===== src/rtl/pipelined_addsub_pkg.sv =====
// Shared constants for pipelined_addsub: bit positions used when a consumer packs
// the status flags as {ovf, zero, cout}.
package pipelined_addsub_pkg;

  localparam int unsigned FlagCout = 0;
  localparam int unsigned FlagZero = 1;
  localparam int unsigned FlagOvf  = 2;
  localparam int unsigned NumFlags = 3;

endpackage


===== src/rtl/addsub_slice.sv =====
// Combinational ripple-carry slice; also exposes the carry into its MSB so the
// top slice can derive signed overflow.
module addsub_slice #(
  parameter int unsigned WIDTH = 4
) (
  input  logic [WIDTH-1:0] a,
  input  logic [WIDTH-1:0] b,
  input  logic             cin,
  output logic [WIDTH-1:0] sum,
  output logic             cout,
  output logic             cmsb
);

  logic [WIDTH:0] carry;

  always_comb begin
    sum      = '0;
    carry    = '0;
    carry[0] = cin;
    for (int i = 0; i < WIDTH; i++) begin
      sum[i]       = a[i] ^ b[i] ^ carry[i];
      carry[i + 1] = (a[i] & b[i]) | (carry[i] & (a[i] ^ b[i]));
    end
  end

  assign cout = carry[WIDTH];
  assign cmsb = carry[WIDTH-1];

endmodule


===== src/rtl/pipelined_addsub.sv =====
// Pipelined adder/subtractor: one carry-chained slice per stage, operand skew and
// sum deskew carried in the stage registers, valid/ready with bubble collapsing.
module pipelined_addsub
  import pipelined_addsub_pkg::*;
#(
  parameter int unsigned WIDTH  = 16,
  parameter int unsigned STAGES = 4
) (
  input  logic             clk,
  input  logic             rst_n,
  input  logic             in_valid,
  output logic             in_ready,
  input  logic [WIDTH-1:0] a,
  input  logic [WIDTH-1:0] b,
  input  logic             cin,
  input  logic             sub,
  output logic             out_valid,
  input  logic             out_ready,
  output logic [WIDTH-1:0] sum,
  output logic             cout,
  output logic             ovf,
  output logic             zero
);

  localparam int unsigned SLICE = WIDTH / STAGES;
  localparam int unsigned Last  = STAGES - 1;

  if (STAGES < 1) begin : g_stages_err
    $error("pipelined_addsub: STAGES must be at least 1");
  end else if (WIDTH % STAGES != 0) begin : g_width_err
    $error("pipelined_addsub: WIDTH must be a multiple of STAGES");
  end

  logic [STAGES-1:0] valid_q;
  logic [STAGES-1:0] adv;
  logic [STAGES-1:0] load;

  // b_q holds the already-inverted operand in subtract mode.
  logic [WIDTH-1:0] a_q [STAGES];
  logic [WIDTH-1:0] b_q [STAGES];
  logic [WIDTH-1:0] s_q [STAGES];
  logic             c_q [STAGES];

  logic [WIDTH-1:0]  a_src [STAGES];
  logic [WIDTH-1:0]  b_src [STAGES];
  logic [WIDTH-1:0]  s_src [STAGES];
  logic [WIDTH-1:0]  s_nxt [STAGES];
  logic [STAGES-1:0] c_src;
  logic [SLICE-1:0]  slice_sum [STAGES];
  logic [STAGES-1:0] slice_cout;
  logic              slice_cmsb [STAGES];

  logic [NumFlags-1:0] flags_d, flags_q;

  // Ready propagates from out_ready down to stage 0; a stage advances when the
  // stage above it is empty or advancing itself.
  always_comb begin : p_ready
    logic down_ok;
    adv      = '0;
    down_ok  = out_ready;
    for (int k = STAGES - 1; k >= 0; k--) begin
      adv[k]  = valid_q[k] && down_ok;
      down_ok = !valid_q[k] || down_ok;
    end
    in_ready = down_ok;
  end

  for (genvar k = 0; k < STAGES; k++) begin : g_stage
    if (k == 0) begin : g_head
      assign a_src[k] = a;
      assign b_src[k] = sub ? ~b : b;
      assign s_src[k] = '0;
      assign c_src[k] = cin ^ sub;
      assign load[k]  = in_valid && in_ready;
    end else begin : g_body
      assign a_src[k] = a_q[k-1];
      assign b_src[k] = b_q[k-1];
      assign s_src[k] = s_q[k-1];
      assign c_src[k] = c_q[k-1];
      assign load[k]  = adv[k-1];
    end

    addsub_slice #(
      .WIDTH(SLICE)
    ) u_slice (
      .a    (a_src[k][k*SLICE +: SLICE]),
      .b    (b_src[k][k*SLICE +: SLICE]),
      .cin  (c_src[k]),
      .sum  (slice_sum[k]),
      .cout (slice_cout[k]),
      .cmsb (slice_cmsb[k])
    );

    // Lower slices pass through; this stage's slice is merged in place.
    assign s_nxt[k] = (s_src[k] & ~(WIDTH'({SLICE{1'b1}}) << (k * SLICE))) |
                      (WIDTH'(slice_sum[k]) << (k * SLICE));
  end

  always_ff @(posedge clk) begin
    if (!rst_n) begin
      valid_q <= '0;
      for (int k = 0; k < STAGES; k++) begin
        a_q[k] <= '0;
        b_q[k] <= '0;
        s_q[k] <= '0;
        c_q[k] <= 1'b0;
      end
    end else begin
      for (int k = 0; k < STAGES; k++) begin
        if (load[k]) begin
          valid_q[k] <= 1'b1;
          a_q[k]     <= a_src[k];
          b_q[k]     <= b_src[k];
          s_q[k]     <= s_nxt[k];
          c_q[k]     <= slice_cout[k];
        end else if (adv[k]) begin
          valid_q[k] <= 1'b0;
        end
      end
    end
  end

  always_comb begin
    flags_d           = '0;
    flags_d[FlagCout] = slice_cout[Last];
    flags_d[FlagOvf]  = slice_cout[Last] ^ slice_cmsb[Last];
    flags_d[FlagZero] = (s_nxt[Last] == '0);
  end

  always_ff @(posedge clk) begin
    if (!rst_n) begin
      flags_q <= '0;
    end else if (load[Last]) begin
      flags_q <= flags_d;
    end
  end

  assign out_valid = valid_q[Last];
  assign sum       = s_q[Last];
  assign cout      = flags_q[FlagCout];
  assign ovf       = flags_q[FlagOvf];
  assign zero      = flags_q[FlagZero];

endmodule


===== config.mk =====
export PLATFORM = sky130hd
export DESIGN_NAME = pipelined_addsub
export DESIGN_NICKNAME = d
export VERILOG_FILES = /design/src/rtl/pipelined_addsub_pkg.sv /design/src/rtl/addsub_slice.sv /design/src/rtl/pipelined_addsub.sv
export SDC_FILE = /design/constraint.sdc
export NUM_CORES = 1
export LEC_CHECK = 0
export CORE_MARGIN = 4
export CORE_UTILIZATION = 49
export CTS_CLUSTER_SIZE = 28
export DETAILED_ROUTE_END_ITERATION = 7
export PLACE_DENSITY_LB_ADDON = 0.1
export REMOVE_ABC_BUFFERS = 1
export SLEW_MARGIN = 40
export SYNTH_ARGS = -nofsm -noshare
export SYNTH_HDL_FRONTEND = slang
export SYNTH_SLANG_ARGS = --single-unit

===== constraint.sdc =====
create_clock -name clk -period 3.15 [get_ports clk]
set_clock_uncertainty 0.05 [all_clocks]
set_input_delay 0.4725 -clock clk [delete_from_list [all_inputs] [get_ports clk]]
set_output_delay 0.4725 -clock clk [all_outputs]
set_load 0.02 [all_outputs]

==> metrics.txt, run 1 <==
setup TNS 0 ns; HPWL Detailed 4120 um; routed vias/inst 4.44; largest net degree at the start of global routing 30; Slew Limit Fails 0; Post-DRT Antenna Nets 0; count of buffers from port buffering 58; Final Cycle Share 0.894; Rows 34; Yosys cell types 33; min cycle time layout 2.82 ns; post-CTS resize count 0; Int Power 2100 uW; worst vdd ir 0.000200 V; DRT Pass-1 Iters 4; Fillers 687; Slew @ Worst Pin 0.790 ns; worst min path class flop to flop; power per cell area 502 mW/mm^2; crit-path max FO 4; hold depth 1; Total Routing Usage GR 0.119; RSZ-0062 raised after global routing false; die height 102 um; Area Growth Syn to Fin 20.5%; Die W 102 um; Worst R2R Start b_q[0][44]; n_diodes 0; Tot Pwr 2620 uW; Crit Path Class input port to flop; final WL 5440 um; fmax 355 MHz; Core Box Area 0.00868 mm^2; nets 414; Cell Area, Synth 0.00434 mm^2; syn_area_per_cell 14.7 um^2; die area 0.0104 mm^2; Final Wtd Congestion 0.710; Leak 0.00204 uW; Skew-Pair Late Insertion Delay 0.34 ns; io pins 59; synth warn 0; CTS buffer count 9; via count 2101; Clk pwr share 0.321; initial antenna violation count 0; Inst Count DP 457; Mapped Cells 296; Seq cells post-synth 98; Worst setup SP type input port; Initial DRC Count 62; CP required 3.21 ns; HP Start flags_q[1]; CTS clk-pin slew, worst paths 0.09 ns; Overflow after GRT 0; CTS tree yes; post-CTS setup buffers 0; Hold Buf Count CTS 0; Gate power share 0.096; layout cells sized above 1 0.101; Rel. slew slack 0.472; Remaining DRCs 0; first-pass GRT wire length 9400 um; Final Hold Violating Endpoints 0; H-tree depth 3; number of global-route vias before repair 2022; status finished clean; Clock Tree Root clkbuf_8; Final Non-Filler Cells 473; sequential fraction of the synthesis area 0.662; CP arrival 2.88 ns; Max Cap Viol 0; final setup vio count 0; switching portion of total power 0.199; critical path endpoint category flop; cells on worst reg2reg path 10; CTS Sinks 98; initial core utilization 0.500; Worst Setup SP sub; maximum buffer depth of the clock tree 2; NetSw 523 uW; sequential share of power 0.583; Avg WL per Cell 11.5 um
-- critical path, stage by stage --
cell and delay, ns:
clkdlybuf4s50_1 0.56, xnor2_1 0.13, fa_1 0.40, inv_1 0.08, fa_1 0.16, inv_1 0.05, fa_1 0.37, inv_1 0.08
fa_1 0.40, and3_1 0.17
-- flip-flops by register name, indices dropped and copies added (netlist names) --
register  cells
c_q           3
flags_q       3
b_q          24
valid_q       4
a_q          24
s_q          40
-- synthesized netlist by cell type (all sizes together) --
cell type / number / area, um^2
xnor2: 16 / 140
nand4b: 1 / 15.0
nand3b: 1 / 11.3
buf: 9 / 85.1
dfxtp: 7 / 140
nor4: 2 / 12.5
and3: 18 / 123
o2bb2ai: 2 / 17.5
a21oi: 1 / 5.00
nand2b: 2 / 12.5
a22o: 1 / 8.76
o211ai: 1 / 12.5
o21ai: 1 / 5.00
nor4b: 2 / 17.5
nand4: 1 / 6.26
and4b: 1 / 13.8
xor2: 2 / 17.5
fa: 16 / 320
clkbuf: 3 / 11.3
nor2b: 1 / 6.26
inv: 30 / 113
nand3: 3 / 15.0
a21boi: 5 / 41.3
nor2: 22 / 82.6
nand2: 3 / 11.3
and2: 54 / 363
edfxtp: 91 / 2730
-- final timing paths --
| kind | to | slack, ns |
|---|---|---|
| max | s_q[0][3] | 0.33 |
| min | flags_q[1] | 0.43 |
| min reg2reg | flags_q[1] | 0.43 |
| max reg2reg | flags_q[1] | 0.65 |
-- cell type report --
class                      count  area (um^2)  area share
timing repair buffer          65          633       0.121
inverter                      30          113      0.0215
multi-input combinational    156         1260       0.241
sequential                    98         2870       0.550
tap                          108          135      0.0258
clock inverter                 3         63.8      0.0122
clock buffer                  13          149      0.0285
-- layer usage --
layer / share of wire / vias up / global-route usage
met5: 0 / - / 0
met1: 0.41 / 913 / 0.145
met4: 0.012 / 0 / 0.0605
li1: - / 1123 / -
met2: 0.50 / 59 / 0.192
met3: 0.074 / 6 / 0.0369
-- power groups by stage --
stage                     combinational [uW]  sequential (uW)  clock [uW]
final                                    253             1530         842
after global routing                     287             1540         926
after detailed placement                 258             1560           0
after CTS                                259             1530         865
after floorplan                          123             1570           0
after global placement                   251             1560           0
-- kinds of logic after synthesis --
family | count (synthesis) | share of synthesized area
buffers and inverters | 42 | 0.0482
XOR/XNOR | 18 | 0.0363
adder cells (fa/ha/maj) | 16 | 0.0738
AND/OR/NAND/NOR | 111 | 0.159
AO/OA/AOI/OAI | 11 | 0.0208
flip-flops | 98 | 0.662
-- cell usage in the layout, fill, tap and decap left out, types with 4 or more instances in the layout --
| cell | instances |
|---|---|
| a21boi_0 | 4 |
| and2_1 | 44 |
| and2_4 | 10 |
| and3_1 | 16 |
| buf_4 | 7 |
| clkbuf_8 | 10 |
| clkdlybuf4s50_1 | 58 |
| dfxtp_1 | 7 |
| edfxtp_1 | 91 |
| fa_1 | 16 |
| inv_1 | 30 |
| nor2_1 | 22 |
| xnor2_1 | 16 |
-- per-stage QoR --
step                utilization  instance area [um^2]  hold WS [ns]  worst slack, ns
global placement          0.578                  5010         0.408           0.0139
finish                    0.602                  5230         0.426            0.333
global route              0.602                  5230         0.429            0.255
CTS                       0.602                  5230         0.423            0.328
floorplan                     -                  4240         0.447            0.179
detailed placement        0.578                  5010         0.404          -0.0658
(Power assumes the default switching activity.)
==> inputs of run 2 (changes only) <==
--- a/config.mk
+++ b/config.mk
@@ -6,7 +6,7 @@
 export NUM_CORES = 1
 export LEC_CHECK = 0
 export CORE_MARGIN = 4
-export CORE_UTILIZATION = 49
+export CORE_UTILIZATION = 59
 export CTS_CLUSTER_SIZE = 28
 export DETAILED_ROUTE_END_ITERATION = 7
 export PLACE_DENSITY_LB_ADDON = 0.1
==> constraint.sdc (replaced) <==
create_clock -name clk -period 3.6 [get_ports clk]
set_clock_uncertainty 0.05 [all_clocks]
set_input_delay 0.54 -clock clk [delete_from_list [all_inputs] [get_ports clk]]
set_output_delay 0.54 -clock clk [all_outputs]
set_load 0.02 [all_outputs]
==> run 2 against run 1 <==
Net effect:
- flip-flop and latch count stayed put
- critical path depth stayed put
- clock power is 21% lower
- register-to-register slack better by 0.43 ns
- clock-buffer cell count stayed put
- non-clock buffer count is 1 lower
- cell area is 0.69% lower
- core utilization is 12 points higher
- first-iteration DRC count is 39% higher
- global-route usage is 2.7 points higher
- setup slack better by 0.44 ns
- cell count is 2.1% lower
- critical endpoint unchanged
- highest routed layer unchanged
==> metrics.txt, run 2 (same netlist as run 1, synthesis figures left out) <==
status finished clean (unchanged); Final Wtd Congestion 0.845 (was 0.710); first-pass GRT wire length 9650 um (was 9400 um); layout cells sized above 1 0.0989 (was 0.101); Initial DRC Count 86 (was 62); final setup vio count 0 (unchanged); power per cell area 428 mW/mm^2 (was 502 mW/mm^2); Slew @ Worst Pin 0.671 ns (was 0.790 ns); CP required 3.67 ns (was 3.21 ns); Skew-Pair Late Insertion Delay 0.35 ns (was 0.34 ns); CP cell instances clkdlybuf4s50_1, xnor2_1, fa_1, inv_1, fa_1, inv_1, fa_1, inv_1, fa_1, and3_1 (unchanged); Leak 0.00202 uW (was 0.00204 uW); slowest stage delay, CP 0.56 ns (about the same); final WL 5680 um (was 5440 um); final core occ 0.720 (was 0.602); count of buffers from port buffering 58 (unchanged); Remaining DRCs 0 (unchanged); Clock Tree Root clkbuf_8 (unchanged); fmax 354 MHz; Buf/Inv on CP 4 (unchanged); post-CTS setup buffers 0 (unchanged); die height 93.8 um (was 102 um); Top reg by flops s_q (unchanged); CP arrival 2.89 ns (was 2.88 ns); RSZ-0062 raised after global routing false (unchanged); most frequent cells in the layout 91 x edfxtp_1, 58 x clkdlybuf4s50_1, 44 x and2_1, 30 x inv_1, 22 x nor2_1 (unchanged); CTS clk-pin slew, worst paths 0.09 ns (about the same); maximum buffer depth of the clock tree 2 (unchanged); H-tree depth 3 (unchanged); Rows 31 (was 34); delay-heaviest family, CP adder cells (unchanged); setup TNS 0 ns (unchanged); Avg WL per Cell 12.3 um (was 11.5 um); crit-path max FO 4 (unchanged); Max Cap Viol 0 (unchanged); Post-DRT Antenna Nets 0 (unchanged); Fillers 526 (was 687); Final Non-Filler Cells 463 (was 473); post-CTS resize count 0 (unchanged); Final Hold Violating Endpoints 0 (unchanged); post-route cell area 0.00519 mm^2 (was 0.00523 mm^2); Tot Pwr 2220 uW (was 2620 uW); HPWL Detailed 4270 um (was 4120 um); max reg flops 40 (unchanged); initial core utilization 0.601 (was 0.500); Overflow after GRT 0 (unchanged); largest registers s_q x40, a_q x24, b_q x24 (unchanged); worst min path class flop to flop (unchanged); via count 2169 (was 2101); CTS buffer count 9 (unchanged); Die W 93.8 um (was 102 um); CTS Sinks 98 (unchanged); most used cell, CP fa_1 (unchanged); DRT Pass-1 Iters 4 (unchanged); min cycle time layout 2.83 ns; n_diodes 0 (unchanged); Crit-path slowest cell clkdlybuf4s50_1 (unchanged); Inst Count DP 447 (was 457); io pins 59 (unchanged); worst vdd ir 0.000194 V (was 0.000200 V); CTS tree yes (unchanged); Hold Buf Count CTS 0 (unchanged); Slew Limit Fails 0 (unchanged); Crit Path Class input port to flop (unchanged); Core Box Area 0.00721 mm^2 (was 0.00868 mm^2); Final Cycle Share 0.785; largest net degree at the start of global routing 30 (unchanged); nets 413 (was 414); Area Growth Syn to Fin 19.6% (was 20.5%); initial antenna violation count 0 (unchanged); Total Routing Usage GR 0.146 (was 0.119); critical path endpoint category flop (unchanged); routed vias/inst 4.68 (was 4.44); number of global-route vias before repair 2138 (was 2022); die area 0.00879 mm^2 (was 0.0104 mm^2); Worst setup SP type input port (unchanged); Rel. slew slack 0.549 (was 0.472); Placed Area 0.00501 mm^2 (about the same); commonest non-fill, non-tap cell in the layout edfxtp_1 (unchanged)
run 2: final timing paths:
check / cells after the start / start / slack, ns / endpoint
min reg2reg: 1 / flags_q[0] / 0.43 / flags_q[0]
min: 1 / flags_q[0] / 0.43 / flags_q[0]
max: 10 / sub / 0.77 / s_q[0][3]
max reg2reg: 10 / b_q[0][44] / 1.08 / flags_q[1]
run 2: layer usage:
layer,part of all wire,up-vias,global-route usage
met1,0.41,968,0.173
met2,0.50,63,0.243
met3,0.059,13,0.0433
met5,0,-,0
met4,0.027,0,0.0698
li1,-,1125,-
run 2: report_power, final:
part / switching [uW] / internal (uW) / leakage [uW] / total [uW]
Sequential: 22.2 / 1320 / 0.00103 / 1340
Combinational: 108 / 113 / 0.000912 / 221
Clock: 341 / 321 / 0.0000853 / 662
Total: 472 / 1750 / 0.00202 / 2220
run 2: layout make-up:
cell class / instances / area, um^2 / area share
Timing Repair Buffer: 64 / 638 / 0.123
Clock inverter: 3 / 41.3 / 0.00795
Multi-Input combinational cell: 156 / 1260 / 0.243
Sequential cell: 98 / 2870 / 0.553
Clock buffer: 13 / 139 / 0.0268
Inverter: 30 / 113 / 0.0217
Tap cell: 99 / 124 / 0.0239
run 2: stage by stage:
stage	hold slack (ns)	setup slack (ns)
6_report	0.429	0.775
4_1_cts	0.431	0.772
3_3_place_gp	0.406	0.416
3_5_place_dp	0.409	0.371
2_1_floorplan	0.447	0.562
5_1_grt	0.453	0.675
==> inputs of run 3 (changes only) <==
--- a/config.mk
+++ b/config.mk
@@ -6,7 +6,7 @@
 export NUM_CORES = 1
 export LEC_CHECK = 0
 export CORE_MARGIN = 4
-export CORE_UTILIZATION = 59
+export CORE_UTILIZATION = 49
 export CTS_CLUSTER_SIZE = 28
 export DETAILED_ROUTE_END_ITERATION = 7
 export PLACE_DENSITY_LB_ADDON = 0.1
==> constraint.sdc (replaced) <==
create_clock -name clk -period 2.5 [get_ports clk]
set_clock_uncertainty 0.05 [all_clocks]
set_input_delay 0.375 -clock clk [delete_from_list [all_inputs] [get_ports clk]]
set_output_delay 0.375 -clock clk [all_outputs]
set_load 0.02 [all_outputs]
==> run 3 against run 2 <==
Net effect:
- first-iteration DRC count down 58%
- sequential share of layout area down 1.3 points
- clock power up 59%
- cell count up 3.0%
- largest cell class unchanged
- flip-flop and latch count unchanged
- cell area up 2.5%
- register-to-register slack worse by 0.92 ns
- critical endpoint unchanged
==> metrics.txt, run 3 (same netlist as run 1, synthesis figures left out) <==
CP arrival 2.51 ns (was 2.89 ns); maximum buffer depth of the clock tree 2 (unchanged); Top reg by flops s_q (unchanged); Final Hold Violating Endpoints 0 (unchanged); Total Routing Usage GR 0.114 (was 0.146); slowest stage delay, CP 0.45 ns (was 0.56 ns); Worst Setup SP a[0] (was sub); io pins 59 (unchanged); n_diodes 0 (unchanged); Crit Path Class input port to flop (unchanged); Final Cycle Share 0.976; r2r setup slk 0.16 ns (was 1.08 ns); hold depth 1 (unchanged); Remaining DRCs 0 (unchanged); DRT Pass-1 Iters 4 (unchanged); Max Cap Viol 0 (unchanged); Inst Count DP 460 (was 447); Final Wtd Congestion 0.717 (was 0.845); number of global-route vias before repair 2069 (was 2138); first-pass GRT wire length 9090 um (was 9650 um); Crit-path slowest cell clkdlybuf4s50_1 (unchanged); HPWL Detailed 4110 um (was 4270 um); routed vias/inst 4.57 (was 4.68); Rel. slew slack 0.528 (was 0.549); crit-path max FO 1 (was 4); Clock Tree Root clkbuf_8 (unchanged); power per cell area 623 mW/mm^2 (was 428 mW/mm^2); Worst R2R Start b_q[0][4] (was b_q[0][44]); count of buffers from port buffering 58 (unchanged); Worst setup SP type input port (unchanged); final WL 5450 um (was 5680 um); Leak 0.00209 uW (was 0.00202 uW); Slew Limit Fails 0 (unchanged); die area 0.0104 mm^2 (was 0.00879 mm^2); Initial DRC Count 36 (was 86); commonest non-fill, non-tap cell in the layout edfxtp_1 (unchanged); RSZ-0062 raised after global routing false (unchanged); Fillers 702 (was 526); initial core utilization 0.500 (was 0.601); most frequent cells in the layout 91 x edfxtp_1, 55 x clkdlybuf4s50_1, 44 x and2_1, 29 x inv_1, 22 x nor2_1 (was 91 x edfxtp_1, 58 x clkdlybuf4s50_1, 44 x and2_1, 30 x inv_1, 22 x nor2_1); setup TNS 0 ns (unchanged); Skew-Pair Late Insertion Delay 0.35 ns (about the same); Post-DRT Antenna Nets 0 (unchanged); Slew @ Worst Pin 0.705 ns (was 0.671 ns); Area Growth Syn to Fin 22.6% (was 19.6%); r2r endpoint s_q[1][7] (was flags_q[1]); cells on worst reg2reg path 8 (was 10); CP required 2.57 ns (was 3.67 ns); Rows 34 (was 31); max reg flops 40 (unchanged); Avg WL per Cell 11.4 um (was 12.3 um); final setup vio count 0 (unchanged); largest net degree at the start of global routing 30 (unchanged); via count 2178 (was 2169); CTS clk-pin slew, worst paths 0.09 ns (about the same); Die W 102 um (was 93.8 um); CP cell instances clkdlybuf4s50_1, inv_1, fa_2, inv_2, fa_2, inv_1, fa_2, inv_1, fa_1, and3_1 (was clkdlybuf4s50_1, xnor2_1, fa_1, inv_1, fa_1, inv_1, fa_1, inv_1, fa_1, and3_1); initial antenna violation count 0 (unchanged); worst vdd ir 0.000245 V (was 0.000194 V); critical path endpoint category flop (unchanged); CTS tree yes (unchanged); CTS Sinks 98 (unchanged); largest registers s_q x40, a_q x24, b_q x24 (unchanged); CTS buffer count 9 (unchanged); nets 418 (was 413); min cycle time layout 2.44 ns; Final Non-Filler Cells 477 (was 463); layout cells sized above 1 0.141 (was 0.0989); crit path to s_q[0][3] (unchanged); Core Box Area 0.00868 mm^2 (was 0.00721 mm^2); status finished clean (unchanged); fmax 410 MHz; die height 102 um (was 93.8 um); worst min path class flop to flop (unchanged); Overflow after GRT 0 (unchanged); H-tree depth 3 (unchanged)
[run 3: cell count changes in the layout (fill, tap and decap cells not counted), moves of 2 or more]
cell,delta
buf_4,+5
clkbuf_1,-2
clkdlybuf4s50_1,-3
dlygate4sd2_1,+2
fa_1,-6
fa_2,+6
xnor2_1,-2
xnor2_2,+2
[run 3: layer usage]
layer,track usage,part of all wire,vias up
met5,0,0,-
met4,0.0515,0.018,0
met3,0.0328,0.072,9
met2,0.195,0.50,59
met1,0.134,0.41,980
li1,-,-,1130
[run 3: how the worst min path moves through the flow]
stage               startpoint          to  slack (ns)
floorplan           valid_q[1]  valid_q[2]        0.45
global placement    flags_q[1]  flags_q[1]        0.41
detailed placement  flags_q[1]  flags_q[1]        0.41
CTS                 flags_q[1]  flags_q[1]        0.43
global route        flags_q[1]  flags_q[1]        0.45
finish              flags_q[1]  flags_q[1]        0.43
[run 3: timing repair]
action	CTS	global route
setup buffers	0	1
setup endpoints to repair	2	2
gates resized for setup	5	9
pin swaps	0	4
hold buffers	0	0
[run 3: report_power, final]
part	switching, uW	leakage, uW	total [uW]	internal (uW)
registers	32.2	0.00103	1930	1900
clock network	487	0.0000972	1050	561
logic	160	0.000961	336	176
[run 3: cell type report]
cell class | count | area, um^2 | share of cell area
Clock buffer | 11 | 131 | 0.0247
Clock inverter | 5 | 78.8 | 0.0148
Inverter | 30 | 113 | 0.0212
Multi-Input combinational cell | 156 | 1310 | 0.247
Sequential cell | 98 | 2870 | 0.540
Tap cell | 108 | 135 | 0.0254
Timing Repair Buffer | 69 | 676 | 0.127
[run 3: critical path, delay by kind of cell]
kind | cells | cell delay [ns]
buf+inv | 5 | 0.68
fa+ha+maj | 4 | 1.28
simple gates | 1 | 0.17
[run 3: metrics by stage]
step / hold slack, ns / util / instance area [um^2] / setup slack (ns) / total power (uW)
after floorplan: 0.447 / - / 4240 / -0.459 / 2130
after global placement: 0.408 / 0.582 / 5050 / -0.535 / 2290
after detailed placement: 0.411 / 0.583 / 5060 / -0.608 / 2300
after CTS: 0.428 / 0.608 / 5280 / 0.00164 / 3340
after global routing: 0.447 / 0.613 / 5320 / 0.00517 / 3460
final: 0.426 / 0.613 / 5320 / 0.0595 / 3310
